--- config.mk ---
export PLATFORM = sky130hd
export DESIGN_NAME = dvp_sensor_emu
export DESIGN_NICKNAME = d
export VERILOG_FILES = /design/src/rtl/dvp_pkg.sv /design/src/rtl/dvp_pattern_gen.sv /design/src/rtl/dvp_sensor_emu.sv
export SDC_FILE = /design/constraint.sdc
export NUM_CORES = 1
export LEC_CHECK = 0
export BUFFER_PORTS_ARGS = -buffer_cell sky130_fd_sc_hd__buf_2
export CORE_MARGIN = 5
export CORE_UTILIZATION = 49
export DETAILED_ROUTE_END_ITERATION = 8
export PLACE_DENSITY = 0.72
export SLEW_MARGIN = 25
export SYNTH_ARGS = -nofsm -noshare
export SYNTH_HDL_FRONTEND = slang
export SYNTH_HIERARCHICAL = 1
export SYNTH_SLANG_ARGS = --single-unit
--- constraint.sdc ---
create_clock -name clk -period 3.66 [get_ports clk]
set_input_delay 0.366 -clock clk [delete_from_list [all_inputs] [get_ports clk]]
set_output_delay 0.366 -clock clk [all_outputs]
set_load 0.01 [all_outputs]
--- src/rtl/dvp_pkg.sv ---
// Shared constants for the DVP sensor emulator: FSM encoding, colour-bar table, line length.
package dvp_pkg;

  localparam logic [2:0] StIdle   = 3'd0;
  localparam logic [2:0] StVsync  = 3'd1;
  localparam logic [2:0] StVbp    = 3'd2;
  localparam logic [2:0] StActive = 3'd3;
  localparam logic [2:0] StHblk   = 3'd4;
  localparam logic [2:0] StVfp    = 3'd5;

  // white, yellow, cyan, green, magenta, red, blue, black
  localparam logic [15:0] BAR_RGB565 [0:7] = '{
    16'hFFFF, 16'hFFE0, 16'h07FF, 16'h07E0, 16'hF81F, 16'hF800, 16'h001F, 16'h0000
  };

  function automatic int unsigned line_len(input int unsigned im_x, input int unsigned hblank);
    return 2 * im_x + hblank;
  endfunction

  localparam int unsigned LINE_LEN = line_len(1280, 32);

endpackage

--- src/rtl/dvp_pattern_gen.sv ---
// Test-pattern word generator. The word is registered on ld_i so it is ready one byte slot
// before the timing FSM needs it; x_i must step by one per load except when restarting at 0.
module dvp_pattern_gen
  import dvp_pkg::*;
#(
  parameter int unsigned IM_X    = 1280,
  parameter int unsigned PATTERN = 0,
  parameter int unsigned XW      = 11
) (
  input  logic          clk,
  input  logic          rst_n,
  input  logic          ld_i,
  input  logic [XW-1:0] x_i,
  input  logic [15:0]   y_i,
  input  logic [7:0]    frame_cnt_i,
  output logic [15:0]   word_o
);

  localparam logic [XW-1:0] BarLast = XW'(IM_X / 8 - 1);

  logic [2:0]    bar_q, bar_d;
  logic [XW-1:0] bar_px_q, bar_px_d;
  logic [15:0]   word_q, word_d;

  always_comb begin
    bar_d    = bar_q;
    bar_px_d = bar_px_q;
    word_d   = word_q;
    if (ld_i) begin
      // Bar index tracks x incrementally so no divider is needed
      if (x_i == '0) begin
        bar_d    = 3'd0;
        bar_px_d = '0;
      end else if (bar_px_q == BarLast) begin
        bar_d    = bar_q + 3'd1;
        bar_px_d = '0;
      end else begin
        bar_px_d = bar_px_q + 1'b1;
      end
      if (PATTERN == 1) begin
        word_d = {{(16 - XW){1'b0}}, x_i} + y_i + {8'h00, frame_cnt_i};
      end else begin
        word_d = BAR_RGB565[bar_d];
      end
    end
  end

  always_ff @(posedge clk or negedge rst_n) begin
    if (!rst_n) begin
      bar_q    <= 3'd0;
      bar_px_q <= '0;
      word_q   <= 16'h0000;
    end else begin
      bar_q    <= bar_d;
      bar_px_q <= bar_px_d;
      word_q   <= word_d;
    end
  end

  assign word_o = word_q;

endmodule

--- src/rtl/dvp_sensor_emu.sv ---
// DVP camera-sensor emulator: frame timing FSM driving VSYNC/HREF and RGB565 bytes, high first.
// All outputs are registered from next-state values so they align with the FSM state.
module dvp_sensor_emu
  import dvp_pkg::*;
#(
  parameter int unsigned IM_X      = 1280,
  parameter int unsigned IM_Y      = 720,
  parameter int unsigned VSYNC_LEN = 16,
  parameter int unsigned VBP_LINES = 4,
  parameter int unsigned VFP_LINES = 2,
  parameter int unsigned HBLANK    = 32,
  parameter int unsigned PATTERN   = 0
) (
  input  logic       clk,
  input  logic       rst_n,
  input  logic       enable,
  output logic       VSYNC_cam,
  output logic       HREF_cam,
  output logic [7:0] data_cam,
  output logic [7:0] frame_cnt,
  output logic       frame_done
);

  localparam int unsigned XW      = (IM_X > 1) ? $clog2(IM_X) : 1;
  localparam int unsigned LineLen = line_len(IM_X, HBLANK);

  localparam logic [15:0]   LineLast  = 16'(LineLen - 1);
  localparam logic [15:0]   VsyncLast = 16'(VSYNC_LEN - 1);
  localparam logic [15:0]   HblkLast  = 16'(HBLANK - 1);
  localparam logic [15:0]   VbpLast   = 16'(VBP_LINES - 1);
  localparam logic [15:0]   VfpLast   = 16'(VFP_LINES - 1);
  localparam logic [15:0]   YMax      = 16'(IM_Y);
  localparam logic [XW-1:0] XLast     = XW'(IM_X - 1);

  logic [2:0]    state_q, state_d;
  logic [15:0]   cyc_q, cyc_d;
  logic [15:0]   line_q, line_d;
  logic [15:0]   y_q, y_d;
  logic [XW-1:0] x_q, x_d;
  logic          odd_q, odd_d;
  logic [7:0]    fc_q, fc_d;
  logic          vsync_q, vsync_d;
  logic          href_q, href_d;
  logic [7:0]    data_q, data_d;
  logic          done_q, done_d;
  logic          start, frame_end;

  logic          gen_ld;
  logic [XW-1:0] gen_x;
  logic [15:0]   word;

  always_comb begin
    state_d   = state_q;
    cyc_d     = cyc_q;
    line_d    = line_q;
    y_d       = y_q;
    x_d       = x_q;
    odd_d     = odd_q;
    fc_d      = fc_q;
    start     = 1'b0;
    frame_end = 1'b0;
    case (state_q)
      StIdle: begin
        if (enable) start = 1'b1;
      end
      StVsync: begin
        if (cyc_q == VsyncLast) begin
          state_d = StVbp;
          cyc_d   = 16'd0;
          line_d  = 16'd0;
        end else begin
          cyc_d = cyc_q + 16'd1;
        end
      end
      StVbp: begin
        if (cyc_q == LineLast) begin
          cyc_d = 16'd0;
          if (line_q == VbpLast) begin
            state_d = StActive;
            x_d     = '0;
            odd_d   = 1'b0;
          end else begin
            line_d = line_q + 16'd1;
          end
        end else begin
          cyc_d = cyc_q + 16'd1;
        end
      end
      StActive: begin
        odd_d = ~odd_q;
        if (odd_q) begin
          if (x_q == XLast) begin
            state_d = StHblk;
            cyc_d   = 16'd0;
            x_d     = '0;
            y_d     = y_q + 16'd1;
          end else begin
            x_d = x_q + 1'b1;
          end
        end
      end
      StHblk: begin
        if (cyc_q == HblkLast) begin
          cyc_d = 16'd0;
          if (y_q < YMax) begin
            state_d = StActive;
            odd_d   = 1'b0;
          end else if (VFP_LINES != 0) begin
            state_d = StVfp;
            line_d  = 16'd0;
          end else begin
            frame_end = 1'b1;
          end
        end else begin
          cyc_d = cyc_q + 16'd1;
        end
      end
      StVfp: begin
        if (cyc_q == LineLast) begin
          cyc_d = 16'd0;
          if (line_q == VfpLast) frame_end = 1'b1;
          else                   line_d = line_q + 16'd1;
        end else begin
          cyc_d = cyc_q + 16'd1;
        end
      end
      default: state_d = StIdle;
    endcase

    // enable is only looked at here, so a frame in flight always completes
    if (frame_end) begin
      if (enable) start = 1'b1;
      else        state_d = StIdle;
    end
    if (start) begin
      state_d = StVsync;
      cyc_d   = 16'd0;
      y_d     = 16'd0;
      fc_d    = fc_q + 8'd1;
    end
  end

  always_comb begin
    vsync_d = (state_d == StVsync);
    href_d  = (state_d == StActive);
    data_d  = href_d ? (odd_d ? word[7:0] : word[15:8]) : 8'h00;
    if (VFP_LINES != 0) begin
      done_d = (state_d == StVfp) && (cyc_d == LineLast) && (line_d == VfpLast);
    end else begin
      done_d = (state_d == StHblk) && (cyc_d == HblkLast) && (y_d == YMax);
    end
  end

  // Blank cycles preload pixel 0 of the coming line; active even slots fetch the next pixel
  assign gen_ld = ((state_q == StActive) && !odd_q) || (state_q == StVbp) || (state_q == StHblk);
  assign gen_x  = (state_q == StActive) ? x_q + 1'b1 : '0;

  dvp_pattern_gen #(
    .IM_X   (IM_X),
    .PATTERN(PATTERN),
    .XW     (XW)
  ) u_pattern_gen (
    .clk        (clk),
    .rst_n      (rst_n),
    .ld_i       (gen_ld),
    .x_i        (gen_x),
    .y_i        (y_q),
    .frame_cnt_i(fc_q),
    .word_o     (word)
  );

  always_ff @(posedge clk or negedge rst_n) begin
    if (!rst_n) begin
      state_q <= StIdle;
      cyc_q   <= 16'd0;
      line_q  <= 16'd0;
      y_q     <= 16'd0;
      x_q     <= '0;
      odd_q   <= 1'b0;
      fc_q    <= 8'd0;
      vsync_q <= 1'b0;
      href_q  <= 1'b0;
      data_q  <= 8'h00;
      done_q  <= 1'b0;
    end else begin
      state_q <= state_d;
      cyc_q   <= cyc_d;
      line_q  <= line_d;
      y_q     <= y_d;
      x_q     <= x_d;
      odd_q   <= odd_d;
      fc_q    <= fc_d;
      vsync_q <= vsync_d;
      href_q  <= href_d;
      data_q  <= data_d;
      done_q  <= done_d;
    end
  end

  assign VSYNC_cam  = vsync_q;
  assign HREF_cam   = href_q;
  assign data_cam   = data_q;
  assign frame_cnt  = fc_q;
  assign frame_done = done_q;

endmodule

==> summary.txt, run 1 <==
Run status
  • Outcome: finished, final reports clean

CTS
  • Number of gates resized after CTS: 0
  • CTS Buffer Depth: 2
  • Worst-Skew Late Latency: 0.36 ns
  • CTS tree: built
  • Clock root cell: clkbuf_16
  • Post-CTS Setup Repair Bufs: 0
  • Hold buffers post-CTS: 0
  • Clk sinks: 99
  • CTS buffer count: 9
  • Worst-path clk slew: 0.07 ns
  • CTS H-tree lvls: 3

Floorplanning
  • Io pins: 22
  • Die Y: 121.7 µm
  • Core Area: 0.01211 mm²
  • Die area: 0.01481 mm²
  • Die Wd: 121.7 µm
  • Initial core utilization: 50.49%
  • Std-Cell Rows: 40

Power
  • Pwr dens: 307.3 mW/mm²
  • Pleak: 2.865 nW
  • Peak VDD IR: 0.3016 mV

STA
  • Max transition margin: 33.90%
  • Fin crit share: 90.74%
  • Final setup viols: 0
  • Minimum clock period: 3.321 ns
  • Pins Over Slew Limit: 0
  • Final Skew: 0.007025 ns
  • Total negative slack: 0 ns
  • Max frequency: 0.3011 GHz
  • Fin. Hold Viols: 0
  • RSZ-0062 raised after global routing: no
  • Worst-Margin Slew: 0.9870 ns

Setup path
  • Worst-path fanout max: 17
  • Data required time at the worst endpoint: 3.92 ns
  • Startpoint class of the critical path: flop
  • Critical Path AT: 3.58 ns
  • CP Capture Type: flop
  • WS Path Type: flop to flop
  • Worst Reg2Reg Path Length in Cells: 8

Synth
  • Ys Warns: 6
  • Syn Area/Cell: 8.913 µm²
  • Library cells used by synthesis: 78
  • Post-Syn Nets: 697
  • Dominant synthesized flop cell: dfrtp_1
  • Share of the yosys chip area belonging to registers: 40.52%
  • Cell Area, Synth: 0.006115 mm²
  • Synthesis-stage register bit count: 99
  • Post-synthesis cell count: 686
  • Post-synth ARST share: 100.0%
  • Post-synth EDFFs: 0

Detailed routing
  • Antenna viol nets, final: 0
  • Via density: 6.104
  • DRC Markers: 0
  • Starting DRT DRC Count: 489
  • First-pass DRT Iterations: 5
  • Wire length per cell: 16.50 µm
  • Routed wire length: 14110 µm
  • Total number of vias: 5219

Final layout
  • Design area: 0.006553 mm²
  • Share of cells above drive strength 1: 10.92%
  • Syn-to-layout area delta: 7.162%
  • Antenna cells: 0
  • Layout Nets: 693

Global route
  • Total Routing Usage GR: 19.98%
  • Gr ovfl total: 0
  • Maximum number of pins on one net before global-route repair: 78
  • First-pass GRT wire length: 24120 µm
  • Number of global-route vias before repair: 4920
  • Antenna violations before repair: 0

Worst hold path
  • Worst hold path type: input pin to async pin

Place
  • Placed Area: 0.006275 mm²
  • DP HPWL: 10060 µm
  • RePlAce Congestion: 0.9612
  • IO Port Bufs: 21

Flow run
  • Max-cap violations: 0
[worst paths after layout]
check,start,endpoint,slack (ns)
worst min register to register,frame_cnt[7]$_DFFE_PN0N_,frame_cnt[7]$_DFFE_PN0N_,0.46
min in group clk,frame_cnt[7]$_DFFE_PN0N_,frame_cnt[7]$_DFFE_PN0N_,0.46
worst min-delay path,rst_n,cyc_q[7]$_DFF_PN0_,0.02
worst max-delay path,state_q[1]$_DFF_PN0_,frame_done$_DFF_PN0_,0.34
worst max register to register,state_q[1]$_DFF_PN0_,frame_done$_DFF_PN0_,0.34
max in group asynchronous,rst_n,u_pattern_gen/bar_px_q[8]$_DFFE_PN0P_,2.94
[sequential cells by signal, indices dropped and copies added (netlist names)]
register,count
VSYNC_cam,1
data_cam,8
frame_cnt,8
u_pattern_gen/bar_px_q,11
HREF_cam,1
y_q,16
x_q,11
frame_done,1
u_pattern_gen/bar_q,3
u_pattern_gen/word_o,3
odd_q,1
state_q,3
line_q,16
cyc_q,16
[per-stage QoR]
| step | util [%] | total power [mW] | hold slack [ns] | cells | setup slack (ns) |
|---|---|---|---|---|---|
| final | 54.10 | 2.013 | 0.01574 | 855 | 0.3389 |
| after global routing | 54.10 | 2.091 | 0.08017 | 855 | 0.09708 |
| after CTS | 54.07 | 2.049 | 0.2135 | 855 | 0.3573 |
| after detailed placement | 51.81 | 1.141 | 0.4625 | 839 | 0.3881 |
| after global placement | 51.81 | 1.140 | 0.4569 | 839 | 0.3954 |
| after floorplan | - | 1.115 | 0.07041 | 686 | 0.9140 |
[metal layers]
metal	track usage, %	vias up	share of wire (%)
met5	0	-	0
met4	7.073	0	1.8
met3	4.503	25	5.6
met2	31.16	172	47
met1	27.42	2531	46
li1	-	2491	-
[area by class of cell]
class | count | area [µm²]
clock buffers | 9 | 225.2
clock inverters | 7 | 48.80
fillers | 1124 | 5559
inverters | 20 | 75.07
multi-input cells | 516 | 3292
flip-flops and latches | 99 | 2477
well taps | 168 | 210.2
repair buffers | 36 | 224.0
[Yosys cell counts (all sizes together), types with 4 or more instances]
cell	n	share of area [%]
nor2b	6	0.61
and2	8	0.82
nor3	15	1.2
or2	4	0.41
clkbuf	24	1.5
and4	7	1.0
a311oi	4	0.57
ha	8	1.6
nand2	46	2.8
nor4	13	2.2
a21o	5	0.61
o211a	4	0.65
a31oi	14	1.4
buf	27	2.9
o211ai	7	0.86
o22ai	4	0.41
o21ai	46	3.8
nand2b	8	0.82
dfrtp	99	41
xnor2	18	2.6
nand3	30	2.7
nor2	79	4.8
nand4	33	3.5
a21oi	30	2.6
and3	13	1.3
mux2i	12	2.0
a22o	4	0.57
xor2	23	3.3
or3	9	0.92
nor3b	7	0.86
and3b	4	0.57
a31o	4	0.57
inv	20	1.2
[power breakdown]
part / total, mW / internal (mW) / switching, mW
registers: 1.09 / 1.09 / 0
clock network: 0.895 / 0.464 / 0.431
logic: 0.0246 / 0.00287 / 0.0217
[cell families (layout without fill, tap and decap cells)]
logic type                 count (synthesis)  after routing  synth area share (%)
AOI/OAI and AO/OA                        159            159                 17.60
xor gates and xnor gates                  41             41                 5.873
adders and majority gates                  8              8                 1.637
buffers and inverters                     71             72                 5.647
DFF                                       99             99                 40.52
muxes                                     15             15                 2.517
and+or+nand+nor                          293            293                 26.21
[worst max-delay path: stages (launching register included)]
cell and delay, ns:
dfrtp_1 0.65, inv_1 0.15, nor3_1 0.61, a32o_2 0.30, nor2_1 0.15, or4b_2 0.69, a31oi_1 0.22, nand4_1 0.14
nor4_2 0.30
[cell usage in the layout, fill, tap and decap left out, types with 12 or more instances in the layout]
cell type	instances
nor2_1	79
a31oi_1	14
inv_1	20
o21ai_0	44
dfrtp_1	99
nand2_1	46
nor3_1	15
xor2_1	23
xnor2_1	18
and3_1	13
nand4_1	32
buf_4	15
a21oi_1	29
nand3_1	28
mux2i_1	12
buf_2	20
Note: power is estimated with default switching activity, not from simulation.
==> inputs of run 2 (changes only) <==
--- a/config.mk
+++ b/config.mk
@@ -9,9 +9,9 @@
 export CORE_MARGIN = 5
 export CORE_UTILIZATION = 49
 export DETAILED_ROUTE_END_ITERATION = 8
-export PLACE_DENSITY = 0.72
+export GPL_TIMING_DRIVEN = 0
+export PLACE_DENSITY = 0.73
 export SLEW_MARGIN = 25
 export SYNTH_ARGS = -nofsm -noshare
 export SYNTH_HDL_FRONTEND = slang
-export SYNTH_HIERARCHICAL = 1
 export SYNTH_SLANG_ARGS = --single-unit
==> summary.txt, run 2 <==
Run status
  • Outcome: finished, final reports clean

Detailed routing
  • Starting DRT DRC Count: 449
  • Routed wire length: 14200 µm
  • Via density: 6.147
  • Total number of vias: 5188
  • First-pass DRT Iterations: 6
  • Wire length per cell: 16.82 µm
  • Antenna viol nets, final: 0
  • DRC Markers: 0

Setup path
  • Data required time at the worst endpoint: 3.91 ns
  • WS Path Type: flop to flop
  • Family with the most delay on the worst path: simple AND/OR/NAND/NOR gates
  • Startpoint class of the critical path: flop
  • Slowest stage delay, CP: 0.64 ns
  • Critical Path, Cell by Cell: buf_6 -> or4_1 -> or4_1 -> a32o_2 -> or2_1 -> buf_6 -> a22oi_2 -> nand2b_1 -> or4b_4 -> nor4_2
  • Critical-path top delay cell: or4_1
  • CP Capture Type: flop
  • Worst-path fanout max: 10
  • Critical Path AT: 3.78 ns
  • Sum of buffers and inverters on the critical path: 2

CTS
  • Clk sinks: 94
  • Worst-path clk slew: 0.06 ns
  • Worst-Skew Late Latency: 0.34 ns
  • Post-CTS Setup Repair Bufs: 0
  • CTS buffer count: 9
  • Clock root cell: clkbuf_16
  • CTS H-tree lvls: 3
  • CTS Buffer Depth: 2
  • CTS tree: built

Power
  • Peak VDD IR: 0.3599 mV
  • Pleak: 2.701 nW
  • Tot Pwr: 3.554 mW
  • Pwr dens: 558.4 mW/mm²

STA
  • Final Skew: 0.005106 ns
  • Max transition margin: 45.92%
  • Max frequency: 0.2835 GHz
  • Minimum clock period: 3.527 ns
  • Final worst setup slack: 0.1330 ns
  • Fin crit share: 96.37%
  • Worst-Margin Slew: 0.8050 ns
  • Final setup viols: 0
  • Fin. Hold Viols: 0
  • Pins Over Slew Limit: 0

Final layout
  • Share of cells above drive strength 1: 9.558%
  • Seq. cell area: 0.002352 mm²
  • Layout Nets: 709
  • Final core utilization: 55.98%
  • Area of the multi-input gates: 0.003129 mm²
  • Antenna cells: 0
  • Final cell count without fillers: 844
  • Design area: 0.006365 mm²
  • Commonest non-fill, non-tap cell in the layout: dfrtp_1
  • Syn-to-layout area delta: 12.20%
  • Top flop regs: cyc_q: 16 flops, line_q: 16 flops, y_q: 16 flops
  • Commonest non-fill, non-tap cells in the layout: dfrtp_1, nor2_1, nand2_1
  • Fill count: 1019

Place
  • DP Worst Slack: -0.08574 ns
  • Cell total after placement: 829
  • Placed Area: 0.005991 mm²
  • DP HPWL: 10070 µm
  • IO Port Bufs: 21
  • RePlAce Congestion: 0.9368

Synth
  • Syn Area/Cell: 8.544 µm²
  • Top post-synthesis cells by count: dfrtp_1, nor2_1, nand2_1
  • Post-synthesis cell count: 664
  • Ys Warns: 0
  • Post-synth EDFFs: 0
  • Post-Syn Nets: 675
  • Library cells used by synthesis: 66
  • Dominant synthesized flop cell: dfrtp_1
  • Synth area leaders: dfrtp_1, nor2_1, o21ai_0
  • Synthesis-stage register bit count: 94
  • Largest area contributor in the netlist: dfrtp_1
  • Cell Area, Synth: 0.005673 mm²
  • Top-area cell type share of the netlist area: 41.46%
  • Share of the yosys chip area belonging to registers: 41.46%
  • Top-count cell post-synth: dfrtp_1
  • Post-synth ARST share: 100.0%

Floorplanning
  • Die Y: 117.6 µm
  • Core Area: 0.01137 mm²
  • Die area: 0.01383 mm²
  • Io pins: 22
  • Std-Cell Rows: 39
  • Die Wd: 117.6 µm
  • Initial core utilization: 49.90%

Global route
  • First-pass GRT wire length: 24340 µm
  • Gr ovfl total: 0
  • Total Routing Usage GR: 20.66%
  • Number of global-route vias before repair: 4986
  • Antenna violations before repair: 0
  • Maximum number of pins on one net before global-route repair: 67

Worst hold path
  • Worst hold path type: input pin to async pin

Flow run
  • Max-cap violations: 0
[run 2: cell types whose count changed after synthesis, sizes merged, moves of 7 or more]
cell	change
xor2	-10
nand4	-11
nor4	+7
buf	-16
a31oi	-9
nand2	+20
a21o	+7
o21ai	+10
[run 2: cell families after synthesis]
family                   after synthesis  synth area share [%]
buffers and inverters                 51                 4.102
multiplexers                           9                 1.654
AND/OR/NAND/NOR                      312                 28.28
flip-flops                            94                 41.46
XOR/XNOR                              27                 4.169
adder cells (fa/ha/maj)                8                 1.765
AO/OA/AOI/OAI                        163                 18.57
[run 2: layer usage]
layer | global-route usage, % | wire (µm)
met5 | 0 | 0
met1 | 29.51 | 6666
met4 | 6.810 | 260
met2 | 32.39 | 6696
met3 | 2.883 | 577
[run 2: layout make-up]
cell class	count	area share (%)
multi-input combinational	519	49.16
sequential	94	36.96
clock buffer	11	3.971
buffer	37	2.850
tap	143	2.811
timing repair buffer	23	2.339
clock inverter	3	1.081
inverter	14	0.8256
[run 2: per-stage QoR]
step | hold WS [ns] | TNS (ns)
floorplan | 0.07041 | 0
global placement | 0.4559 | -0.005668
detailed placement | 0.2691 | -0.08574
CTS | 0.4469 | 0
global route | 0.4663 | -0.004492
finish | 0.4658 | 0
[run 2: final timing paths]
kind	end	startpoint	slack [ns]	cells past startpoint
setup / recovery	frame_done$_DFF_PN0_	cyc_q[9]$_DFF_PN0_	0.13	10
hold / removal	line_q[6]$_DFF_PN0_	rst_n	0.47	2
setup reg to reg	frame_done$_DFF_PN0_	cyc_q[9]$_DFF_PN0_	0.13	10
hold reg to reg	frame_cnt[7]$_DFFE_PN0N_	frame_cnt[7]$_DFFE_PN0N_	0.47	1
max in group asynchronous	y_q[3]$_DFFE_PN0P_	rst_n	2.57	3
min in group clk	frame_cnt[7]$_DFFE_PN0N_	frame_cnt[7]$_DFFE_PN0N_	0.47	1
[run 2: where the power goes]
| group | switching (mW) | internal, mW | total, mW |
|---|---|---|---|
| clock network | 0.390 | 0.629 | 1.02 |
| logic | 0.764 | 0.454 | 1.22 |
| registers | 0.137 | 1.18 | 1.32 |
| total | 1.29 | 2.26 | 3.55 |
[run 2: what timing repair did]
action / CTS / global route
hold buffers: 1 / 0
resized for setup: 2 / 8
endpoints found under the setup margin: 1 / 1
hold endpoints to repair: 28 / 0
